--- config.mk ---
export PLATFORM = sky130hd
export DESIGN_NAME = mem_access_ctrl
export DESIGN_NICKNAME = d
export VERILOG_FILES = /design/src/rtl/mem_access_ctrl.sv
export SDC_FILE = /design/constraint.sdc
export NUM_CORES = 1
export LEC_CHECK = 0
export ABC_AREA = 1
export BUFFER_PORTS_ARGS = -buffer_cell sky130_fd_sc_hd__buf_2
export CORE_MARGIN = 8
export CORE_UTILIZATION = 40
export CTS_CLUSTER_SIZE = 20
export DETAILED_ROUTE_END_ITERATION = 8
export GPL_ROUTABILITY_DRIVEN = 0
export PLACE_DENSITY = 0.68
export SLEW_MARGIN = 20
export SYNTH_ARGS = -nofsm -noshare
export SYNTH_HDL_FRONTEND = slang
export SYNTH_SLANG_ARGS = --single-unit
--- constraint.sdc ---
create_clock -name in_Clock -period 4.2 [get_ports in_Clock]
set_clock_uncertainty 0.15 [all_clocks]
set_input_delay 0.21 -clock in_Clock [delete_from_list [all_inputs] [get_ports in_Clock]]
set_output_delay 0.21 -clock in_Clock [all_outputs]
set_load 0.05 [all_outputs]
--- src/rtl/mem_access_ctrl.sv ---
// Single-transaction SRAM access controller: runs one read or one write cycle with fixed setup/strobe/hold timing.
// Requests arriving while busy are dropped; done pulses for one cycle after each completed transaction.
module mem_access_ctrl #(
   parameter int ADDR_W   = 18,
   parameter int DATA_W   = 8,
   parameter int WAIT_CYC = 2,
   parameter int WE_CYC   = 1
) (
   input  logic              in_Clock,
   input  logic              in_Reset_n,
   input  logic [ADDR_W-1:0] MDAR,
   input  logic [DATA_W-1:0] MDDR_in,
   input  logic              RD_req,
   input  logic              WR_req,
   output logic              busy,
   output logic              done,
   output logic [DATA_W-1:0] MDDR_out,
   output logic [ADDR_W-1:0] mem_addr,
   output logic [DATA_W-1:0] mem_wdata,
   input  logic [DATA_W-1:0] mem_rdata,
   output logic              mem_cs,
   output logic              mem_oe,
   output logic              mem_we
);

   // state     | meaning
   // IDLE      | no transaction; accepts WR_req (priority) or RD_req
   // RD_WAIT   | cs/oe asserted, waiting WAIT_CYC clocks for read data
   // WR_SETUP  | address/data stable one cycle before the write strobe
   // WR_STROBE | mem_we asserted for WE_CYC clocks
   // WR_HOLD   | strobe released, address/data held one more cycle
   typedef enum logic [2:0] {
      IDLE,
      RD_WAIT,
      WR_SETUP,
      WR_STROBE,
      WR_HOLD
   } state_t;

   localparam logic [3:0] RD_LAST = 4'(WAIT_CYC - 1);
   localparam logic [3:0] WR_LAST = 4'(WE_CYC - 1);

   state_t            state, state_nxt;
   logic [3:0]        cnt, cnt_nxt;
   logic              busy_nxt, done_nxt, cs_nxt, oe_nxt, we_nxt;
   logic [ADDR_W-1:0] addr_nxt;
   logic [DATA_W-1:0] wdata_nxt, rout_nxt;

   always_ff @(posedge in_Clock or negedge in_Reset_n) begin
      if (!in_Reset_n) begin
         state     <= IDLE;
         cnt       <= '0;
         busy      <= 1'b0;
         done      <= 1'b0;
         MDDR_out  <= '0;
         mem_addr  <= '0;
         mem_wdata <= '0;
         mem_cs    <= 1'b0;
         mem_oe    <= 1'b0;
         mem_we    <= 1'b0;
      end else begin
         state     <= state_nxt;
         cnt       <= cnt_nxt;
         busy      <= busy_nxt;
         done      <= done_nxt;
         MDDR_out  <= rout_nxt;
         mem_addr  <= addr_nxt;
         mem_wdata <= wdata_nxt;
         mem_cs    <= cs_nxt;
         mem_oe    <= oe_nxt;
         mem_we    <= we_nxt;
      end
   end

   always_comb begin
      state_nxt = state;
      cnt_nxt   = cnt + 4'd1;
      busy_nxt  = busy;
      done_nxt  = 1'b0;
      rout_nxt  = MDDR_out;
      addr_nxt  = mem_addr;
      wdata_nxt = mem_wdata;
      cs_nxt    = mem_cs;
      oe_nxt    = mem_oe;
      we_nxt    = mem_we;

      unique case (state)
         IDLE: begin
            cnt_nxt = '0;
            if (WR_req) begin
               addr_nxt  = MDAR;
               wdata_nxt = MDDR_in;
               cs_nxt    = 1'b1;
               busy_nxt  = 1'b1;
               state_nxt = WR_SETUP;
            end else if (RD_req) begin
               addr_nxt  = MDAR;
               cs_nxt    = 1'b1;
               oe_nxt    = 1'b1;
               busy_nxt  = 1'b1;
               state_nxt = RD_WAIT;
            end
         end
         RD_WAIT: begin
            if (cnt == RD_LAST) begin
               rout_nxt  = mem_rdata;
               cs_nxt    = 1'b0;
               oe_nxt    = 1'b0;
               busy_nxt  = 1'b0;
               done_nxt  = 1'b1;
               cnt_nxt   = '0;
               state_nxt = IDLE;
            end
         end
         WR_SETUP: begin
            we_nxt    = 1'b1;
            cnt_nxt   = '0;
            state_nxt = WR_STROBE;
         end
         WR_STROBE: begin
            if (cnt == WR_LAST) begin
               we_nxt    = 1'b0;
               cnt_nxt   = '0;
               state_nxt = WR_HOLD;
            end
         end
         WR_HOLD: begin
            cs_nxt    = 1'b0;
            busy_nxt  = 1'b0;
            done_nxt  = 1'b1;
            cnt_nxt   = '0;
            state_nxt = IDLE;
         end
         default: begin
            cnt_nxt   = '0;
            state_nxt = IDLE;
         end
      endcase
   end

endmodule

Word-level counts from Yosys, hierarchy flattened
Index checks and enable logic that the tools add are counted.
Widths: inputs -> output; s select.
- multiplexer cells: 20
- reductions and logical operators: 13
- eq/ne operators: 10
- add/sub/neg operators: 1
- operator list (kind ; number):
    $mux 18 ; 2
    $mux 3 ; 4
    $pmux 3 s4 ; 1
    $mux 4 ; 2
    $ne 2x2->1 const B ; 4
    $pmux 4 s2 ; 1
    $reduce_and 2->1 ; 4
    $eq 3x2->1 const B ; 2
    $mux 1 ; 6
    $pmux 1 s2 ; 3
    $reduce_and 3->1 ; 2
    $reduce_bool 2->1 ; 3
    $add 4x1->4 const B ; 1
    $eq 4x1->1 const B ; 1
    $logic_not 4->1 ; 1
    $reduce_and 4->1 ; 1
    $eq 3x1->1 const B ; 1
    $eq 3x3->1 const B ; 1
    $logic_not 3->1 ; 1
    $ne 3x3->1 const B ; 1
    $pmux 1 s3 ; 1
    $reduce_bool 3->1 ; 1
- logic and storage cells: 53
- output and inout bits: 39
- register bits after elaboration: 45
- input port bits: 38

Longest topological paths before layout
Gate-level depths: netlist (run 1).
- depth after elaboration: 3
- depth in mapped cells: 8
- gate-level depth less buffers: 7

Worst setup path after synthesis (run 1)
No wires, ideal clock.
- kind: reg2reg
- from: register cnt[1]
- to: register MDDR_out[6]
- cell stages (with the launch flop): 9
- data arrival time: 1228 ps
- library setup time: 119 ps
- buffers on the path: 2
- data required time: 3931 ps
- period minus slack after synthesis: 1497 ps
- path slack: 2703 ps
- cell sequence: dfrtp_1 > inv_1 > ha_1 > nand3_1 > or2_1 > buf_6 > buf_12 > nand2_2 > o21ai_2
- longest elaborated chain between the ends: 2
- ends and longest elaborated chain (item ; RTL line ; RTL):
    start, declared ; 44 ; logic [3:0] cnt, cnt_nxt;
    start signal, assigned ; 63 ; cnt <= cnt_nxt;
    $eq 4x1->1 ; 105 ; if (cnt == RD_LAST) begin
    $reduce_and 2->1 (no source line) ; n/a ;
    end signal, assigned ; 66 ; MDDR_out <= rout_nxt;
    end, declared ; 17 ; output logic [DATA_W-1:0] MDDR_out,
No other way between the ends.
A chain may end at the register's enable or synchronous reset.

Final worst setup path (run 1)
- from: register state[0]
- to: register mem_wdata[5]
- longest elaborated chain between the ends: 2
- ends and longest elaborated chain (item ; RTL line ; RTL):
    start, declared ; 43 ; state_t state, state_nxt;
    start signal, assigned ; 62 ; state <= state_nxt;
    $logic_not 3->1 ; 87 ; unique case (state)
    $reduce_and 2->1 (no source line) ; n/a ;
    end signal, assigned ; 68 ; mem_wdata <= wdata_nxt;
    end, declared ; 19 ; output logic [DATA_W-1:0] mem_wdata,
No other way between the ends.

==> results of run 1 <==
## critical path: cells and delay by family (launching register included)
| family | cells | cell delay [ns] |
|---|---|---|
| DFF | 1 | 0.46 |
| buffers and inverters | 1 | 0.36 |
| and+or+nand+nor | 5 | 0.81 |
## routing by layer
metal | GRT usage | vias up
met5 | 0 | -
met4 | 0.0541 | 0
met3 | 0.0487 | 9
met2 | 0.213 | 58
met1 | 0.163 | 790
li1 | - | 873
## final cells by class
class,count,area (µm²)
Timing Repair Buffer,103,653
Multi-Input combinational cell,139,678
Clock buffer,5,68.8
Fill cell,433,2010
Clock inverter,3,17.5
Tap cell,67,83.8
Sequential cell,45,1130
Inverter,24,90.1
## worst min path at each step
stage | startpoint | to | slack, ns
final | MDAR[15] | mem_addr[15]$_DFFE_PN0P_ | 0.007
after global routing | mem_rdata[4] | MDDR_out[4]$_DFFE_PN0P_ | 0.0004
after CTS | MDAR[15] | mem_addr[15]$_DFFE_PN0P_ | 0.0009
after detailed placement | in_Reset_n | done$_DFF_PN0_ | 0.28
after global placement | in_Reset_n | state[2]$_DFFE_PN0P_ | 0.28
after floorplan | in_Reset_n | MDDR_out[0]$_DFFE_PN0P_ | -0.24
## placed cells by master, fill, tap and decap left out, drive strengths merged
cell type,Yosys,layout
buf,6,76
nand2,72,72
dfrtp,45,45
nand3,37,37
dlygate4sd3,0,27
inv,24,24
o21ai,11,11
nor2,10,10
clkbuf,2,5
ha,3,3
clkinv,0,2
xnor2,1,1
xor2,1,1
or2,1,1
a21oi,1,1
nand3b,1,1
nor3,1,1
clkinvlp,0,1
## what timing repair did
item | CTS | global route
buffers inserted | 0 | 0
resized for setup | 0 | 0
hold buffers | 27 | 0
hold endpoints to repair | 71 | 0
## per-stage QoR
stage	cells	cell area [µm²]	setup slack, ns	hold WS, ns	utilization
after floorplan	216	1970	2.70	-0.236	-
after global placement	351	2360	2.36	0.276	0.499
after detailed placement	351	2360	2.32	0.282	0.499
after CTS	386	2720	2.31	0.000887	0.575
after global routing	386	2720	2.09	0.000431	0.575
final	386	2720	2.33	0.00678	0.575
## sequential cells by signal, indices dropped and copies added (netlist names)
signal / cells
MDDR_out: 8
cnt: 4
done: 1
mem_addr: 18
mem_cs: 1
mem_oe: 1
mem_wdata: 8
mem_we: 1
state: 3
## kinds of logic after synthesis
kind of cell / count (synthesis) / synth area share
simple gates: 122 / 0.269
flops: 45 / 0.573
buf+inv: 32 / 0.0827
compound gates: 12 / 0.0477
fa+ha+maj: 3 / 0.0191
xor+xnor: 2 / 0.00891
## report_power, final
| part | switching (mW) | internal, mW |
|---|---|---|
| combinational | 1.05 | 0.316 |
| clock | 0.142 | 0.115 |
| sequential | 0.119 | 0.633 |
## synthesized netlist by cell type
cell and n:
nand3b_1 1, xor2_1 1, nand3_1 36, nand2_4 1, dfrtp_1 45, nand2_1 70, a21oi_1 1, inv_2 3
nand2_2 1, o21ai_2 9, nor2_1 9, nand3_2 1, buf_6 2, nor2_2 1, buf_4 3, nor3_1 1
or2_1 1, inv_1 21, ha_1 3, xnor2_1 1, clkbuf_1 2, o21ai_0 2, buf_12 1
==> results.sh, run 1 <==
export IMPL_clockRootBuffer="clkbuf_8"
export IMPL_clock_sinks=45
export IMPL_dp_hpwl_um=3330
export IMPL_wl_um=4760
export IMPL_grt_overflow=0
export IMPL_ir_drop_v=0.000493
export IMPL_required_ns=4.24
export IMPL_drive_gt1_frac=0.313
export IMPL_initial_core_util=0.416
export IMPL_ys_top_cells_by_area="dfrtp_1 (57%), nand2_1 (13%), nand3_1 (9.2%)"
export IMPL_cts_buffers=5
export IMPL_ys_warn_count=0
export IMPL_rr_endpoint="mem_wdata[5]$_DFFE_PN0P_"
export IMPL_dieHeight_um=86.1
export IMPL_clock_fmax_ghz=0.534
export IMPL_reg2reg_slack_ns=2.33
export IMPL_synth_cell_types=23
export IMPL_grt_pass1_vias=1723
export IMPL_r2r_worst_path_cells=6
export IMPL_min_period_ns=1.87
export IMPL_fp_dieW_um=86.1
export IMPL_area_growth_pct=38.2
export IMPL_cts_htree_levels=2
export IMPL_grt_max_degree=46
export IMPL_r2r_start="state[0]$_DFFE_PN0P_"
export IMPL_crit_top_cell="nand2_1"
export IMPL_ys_seq_elements=45
export IMPL_critPathKind="flop to flop"
export IMPL_slew_headroom=0.533
export IMPL_setup_viol=0
export IMPL_cp_max_fo=28
export IMPL_fin_total_pwr_mw=2.37
export IMPL_diodes=0
export IMPL_clock_latency_ns=0.29
export IMPL_syn_inst=216
export IMPL_cts_tree="done"
export IMPL_seq_area_frac_synth=0.573
export IMPL_end_kind="flop"
export IMPL_period_share=0.446
export IMPL_drcViolationCount=0
export IMPL_maxSlewViolCount=0
export IMPL_drt_iter0_markers=88
export IMPL_timing_max_cap_violations=0
export IMPL_setup_worst_path_start="state[0]$_DFFE_PN0P_"
export IMPL_worstPathCellList="nor2_2 -> nand2_1 -> inv_2 -> nand2_1 -> nand2_1 -> nand2_1"
export IMPL_synth_nets=257
export IMPL_avgSynthCellArea_um2=9.11
export IMPL_p_leak_nw=1.53
export IMPL_setup_tns_final_ns=0
export IMPL_dieArea_um2=7420
export IMPL_vias=1730
export IMPL_hold_depth=3
export IMPL_wl_met2_um=2260
export IMPL_outcome="finished clean"
export IMPL_critPathLaunchType="flop"
export IMPL_viasPerCell=4.48
export IMPL_tightest_slew_ns=0.700
export IMPL_core_um2=4720
export IMPL_dr_pass1_iters=4
export IMPL_final_net_count=359
export IMPL_hold_path_class="input pin to flop"
export IMPL_portBuffers=76
export IMPL_cp_slowest_cell="dfrtp_1"
export IMPL_ant_nets=0
export IMPL_ios=77
export IMPL_netlist_area_leader_share=0.573
export IMPL_clockBufferDepth=2
export IMPL_avgRoutedWirePerCell_um=12.3
export IMPL_antenna_found_initial=0
export IMPL_grt_pass1_wl_um=8130
export IMPL_yosys_area_top_type="dfrtp_1"
export IMPL_path_clk_slew_ns=0.09
export IMPL_rsz0062_at_grt="false"
export IMPL_met3_length_um=385
export IMPL_hold_violations=0
export IMPL_cp_endpoint="mem_wdata[5]$_DFFE_PN0P_"
export IMPL_top_layer_used="met4"
export IMPL_cp_arrival_ns=1.92
export IMPL_wl_met1_um=2040
export IMPL_track_usage=0.135
export IMPL_rows=25
export IMPL_pwr_density_cell_nw_per_um2=873
export IMPL_netlist_area_um2=1970
export IMPL_cpPeakStageDelay_ns=0.46
Note: power is estimated with default switching activity, not from simulation.
==> run 2: changes to the inputs <==
==> constraint.sdc (replaced) <==
create_clock -name in_Clock -period 1.73 [get_ports in_Clock]
set_clock_uncertainty 0.15 [all_clocks]
set_input_delay 0.0865 -clock in_Clock [delete_from_list [all_inputs] [get_ports in_Clock]]
set_output_delay 0.0865 -clock in_Clock [all_outputs]
set_load 0.05 [all_outputs]
==> run 2 against run 1 <==
Routed wire length up 6.0%. Critical path depth stayed put. Global-route usage is 1.0 points higher. Total power is 150% higher. Count of clock-buffer cells in the layout grew 1. First-iteration DRC count rose by 11%. Die area is the same. Combinational power grew to 2.5 times the previous value. Cell count up 2.6%.
==> results.sh, run 2 (same netlist as run 1, synthesis figures left out) <==
export IMPL_cp_slowest_cell="dfrtp_1"
export IMPL_grt_pass1_wl_um=8710
export IMPL_p_leak_nw=1.58
export IMPL_path_clk_slew_ns=0.08
export IMPL_drt_iter0_markers=98
export IMPL_placed_area_um2=2390
export IMPL_cts_htree_levels=2
export IMPL_avgRoutedWirePerCell_um=12.8
export IMPL_cp_arrival_ns=1.65
export IMPL_clock_sinks=45
export IMPL_hp_start="WR_req"
export IMPL_utilization=0.599
export IMPL_drcViolationCount=0
export IMPL_clock_latency_ns=0.29
export IMPL_clockRootBuffer="clkbuf_8"
export IMPL_cts_tree="done"
export IMPL_ant_nets=0
export IMPL_viasPerCell=4.46
export IMPL_dr_pass1_iters=4
export IMPL_end_kind="flop"
export IMPL_grt_max_degree=29
export IMPL_ios=77
export IMPL_rows=25
export IMPL_period_share=0.909
export IMPL_tightest_slew_ns=0.425
export IMPL_grt_overflow=0
export IMPL_critPathKind="flop to flop"
export IMPL_wl_um=5050
export IMPL_timing_max_cap_violations=0
export IMPL_fp_dieW_um=86.1
export IMPL_worstPathCellList="nor2_2 -> nand2_1 -> inv_2 -> buf_6 -> nand3_1 -> nand2_1"
export IMPL_vias=1768
export IMPL_min_period_ns=1.57
export IMPL_hold_depth=3
export IMPL_grt_pass1_vias=1803
export IMPL_postCtsSetupBuffers=0
export IMPL_portBuffers=76
export IMPL_largest_reg_flops=18
export IMPL_reg2reg_slack_ns=0.16
export IMPL_diodes=0
export IMPL_dieHeight_um=86.1
export IMPL_hold_violations=0
export IMPL_num_fill_cells=415
export IMPL_crit_top_cell="nand2_1"
export IMPL_drive_gt1_frac=0.313
export IMPL_required_ns=1.81
export IMPL_dp_hpwl_um=3430
export IMPL_r2r_start="state[0]$_DFFE_PN0P_"
export IMPL_antenna_found_initial=0
export IMPL_clockBufferDepth=2
export IMPL_r2r_worst_path_cells=6
export IMPL_dieArea_um2=7420
export IMPL_final_common_cell="buf_2"
export IMPL_critPathLaunchType="flop"
export IMPL_initial_core_util=0.416
export IMPL_hold_end="mem_wdata[3]$_DFFE_PN0P_"
export IMPL_regMostFlops="mem_addr"
export IMPL_setup_viol=0
export IMPL_cpPeakStageDelay_ns=0.46
export IMPL_outcome="finished clean"
export IMPL_final_area_um2=2830
export IMPL_core_um2=4720
export IMPL_rr_endpoint="mem_addr[1]$_DFFE_PN0P_"
export IMPL_maxSlewViolCount=0
export IMPL_cts_buffers=5
export IMPL_hold_path_class="input pin to flop"
export IMPL_final_net_count=369
export IMPL_pwr_density_cell_nw_per_um2=2070
export IMPL_slew_headroom=0.716
export IMPL_track_usage=0.145
export IMPL_ir_drop_v=0.00106
export IMPL_clock_fmax_ghz=0.636
export IMPL_final_cell_mix="buf_2 (76), nand2_1 (69), dfrtp_1 (45)"
export IMPL_area_growth_pct=43.8
export IMPL_rsz0062_at_grt="false"
export IMPL_top_regs="mem_addr x18, MDDR_out x8, mem_wdata x8"
export IMPL_cp_max_fo=22
## run 2: changes by cell type in the layout (fill, tap and decap cells not counted), sizes merged
cell,change
dlygate4sd3,+8
buf,+2
clkbuf,+1
clkinvlp,-1
## run 2: cell type report
class | count | area (µm²) | share of cell area
well taps | 67 | 83.8 | 0.0296
inverters | 24 | 90.1 | 0.0319
flip-flops and latches | 45 | 1130 | 0.398
clock buffers | 6 | 72.6 | 0.0257
repair buffers | 113 | 762 | 0.269
multi-input cells | 139 | 683 | 0.242
clock inverters | 2 | 10.0 | 0.00354
## run 2: worst max-delay path by stage
stage / from / to / slack [ns]
detailed placement: cnt[0]$_DFF_PN0_ / MDDR_out[4]$_DFFE_PN0P_ / -0.04
global route: state[0]$_DFFE_PN0P_ / mem_addr[5]$_DFFE_PN0P_ / 0.002
global placement: cnt[0]$_DFF_PN0_ / MDDR_out[3]$_DFFE_PN0P_ / 0.04
floorplan: cnt[1]$_DFF_PN0_ / MDDR_out[6]$_DFFE_PN0P_ / 0.23
CTS: cnt[1]$_DFF_PN0_ / MDDR_out[4]$_DFFE_PN0P_ / 0.07
finish: state[0]$_DFFE_PN0P_ / mem_addr[1]$_DFFE_PN0P_ / 0.16
## run 2: where the power goes
group          leakage [nW]  internal [mW]  switching [mW]
clock network        0.0450          0.280           0.336
registers             0.561           1.54           0.278
logic                 0.973          0.819            2.59
total                  1.58           2.64            3.20
## run 2: per-stage QoR
stage	cells	total power, mW	setup slack, ns	hold slack [ns]	setup TNS [ns]
finish	396	5.84	0.158	0.0144	0
global route	396	6.27	0.00190	0.0225	0
CTS	396	5.87	0.0692	0.00317	0
detailed placement	353	5.18	-0.0438	-0.103	-0.198
global placement	353	5.13	0.0448	-0.0993	0
floorplan	216	4.45	0.233	-0.359	0
## run 2: metal layers
metal / GRT usage / vias up / wire (µm)
met3: 0.0630 / 5 / 417
li1: - / 898 / -
met4: 0.0414 / 0 / 37
met1: 0.177 / 809 / 2170
met5: 0 / - / 0
met2: 0.227 / 56 / 2420
## run 2: worst max-delay path, delay by kind of cell, from the launching register on
kind                   cells  cell delay, ns
DFF                        1            0.46
buffers and inverters      2            0.39
and+or+nand+nor            4            0.51
## run 2: repair_timing
item / 4_1_cts / 5_1_grt
hold buffers: 35 / 0
resized for setup: 1 / 3
hold endpoints to repair: 79 / 0
setup endpoints to repair: 7 / 31
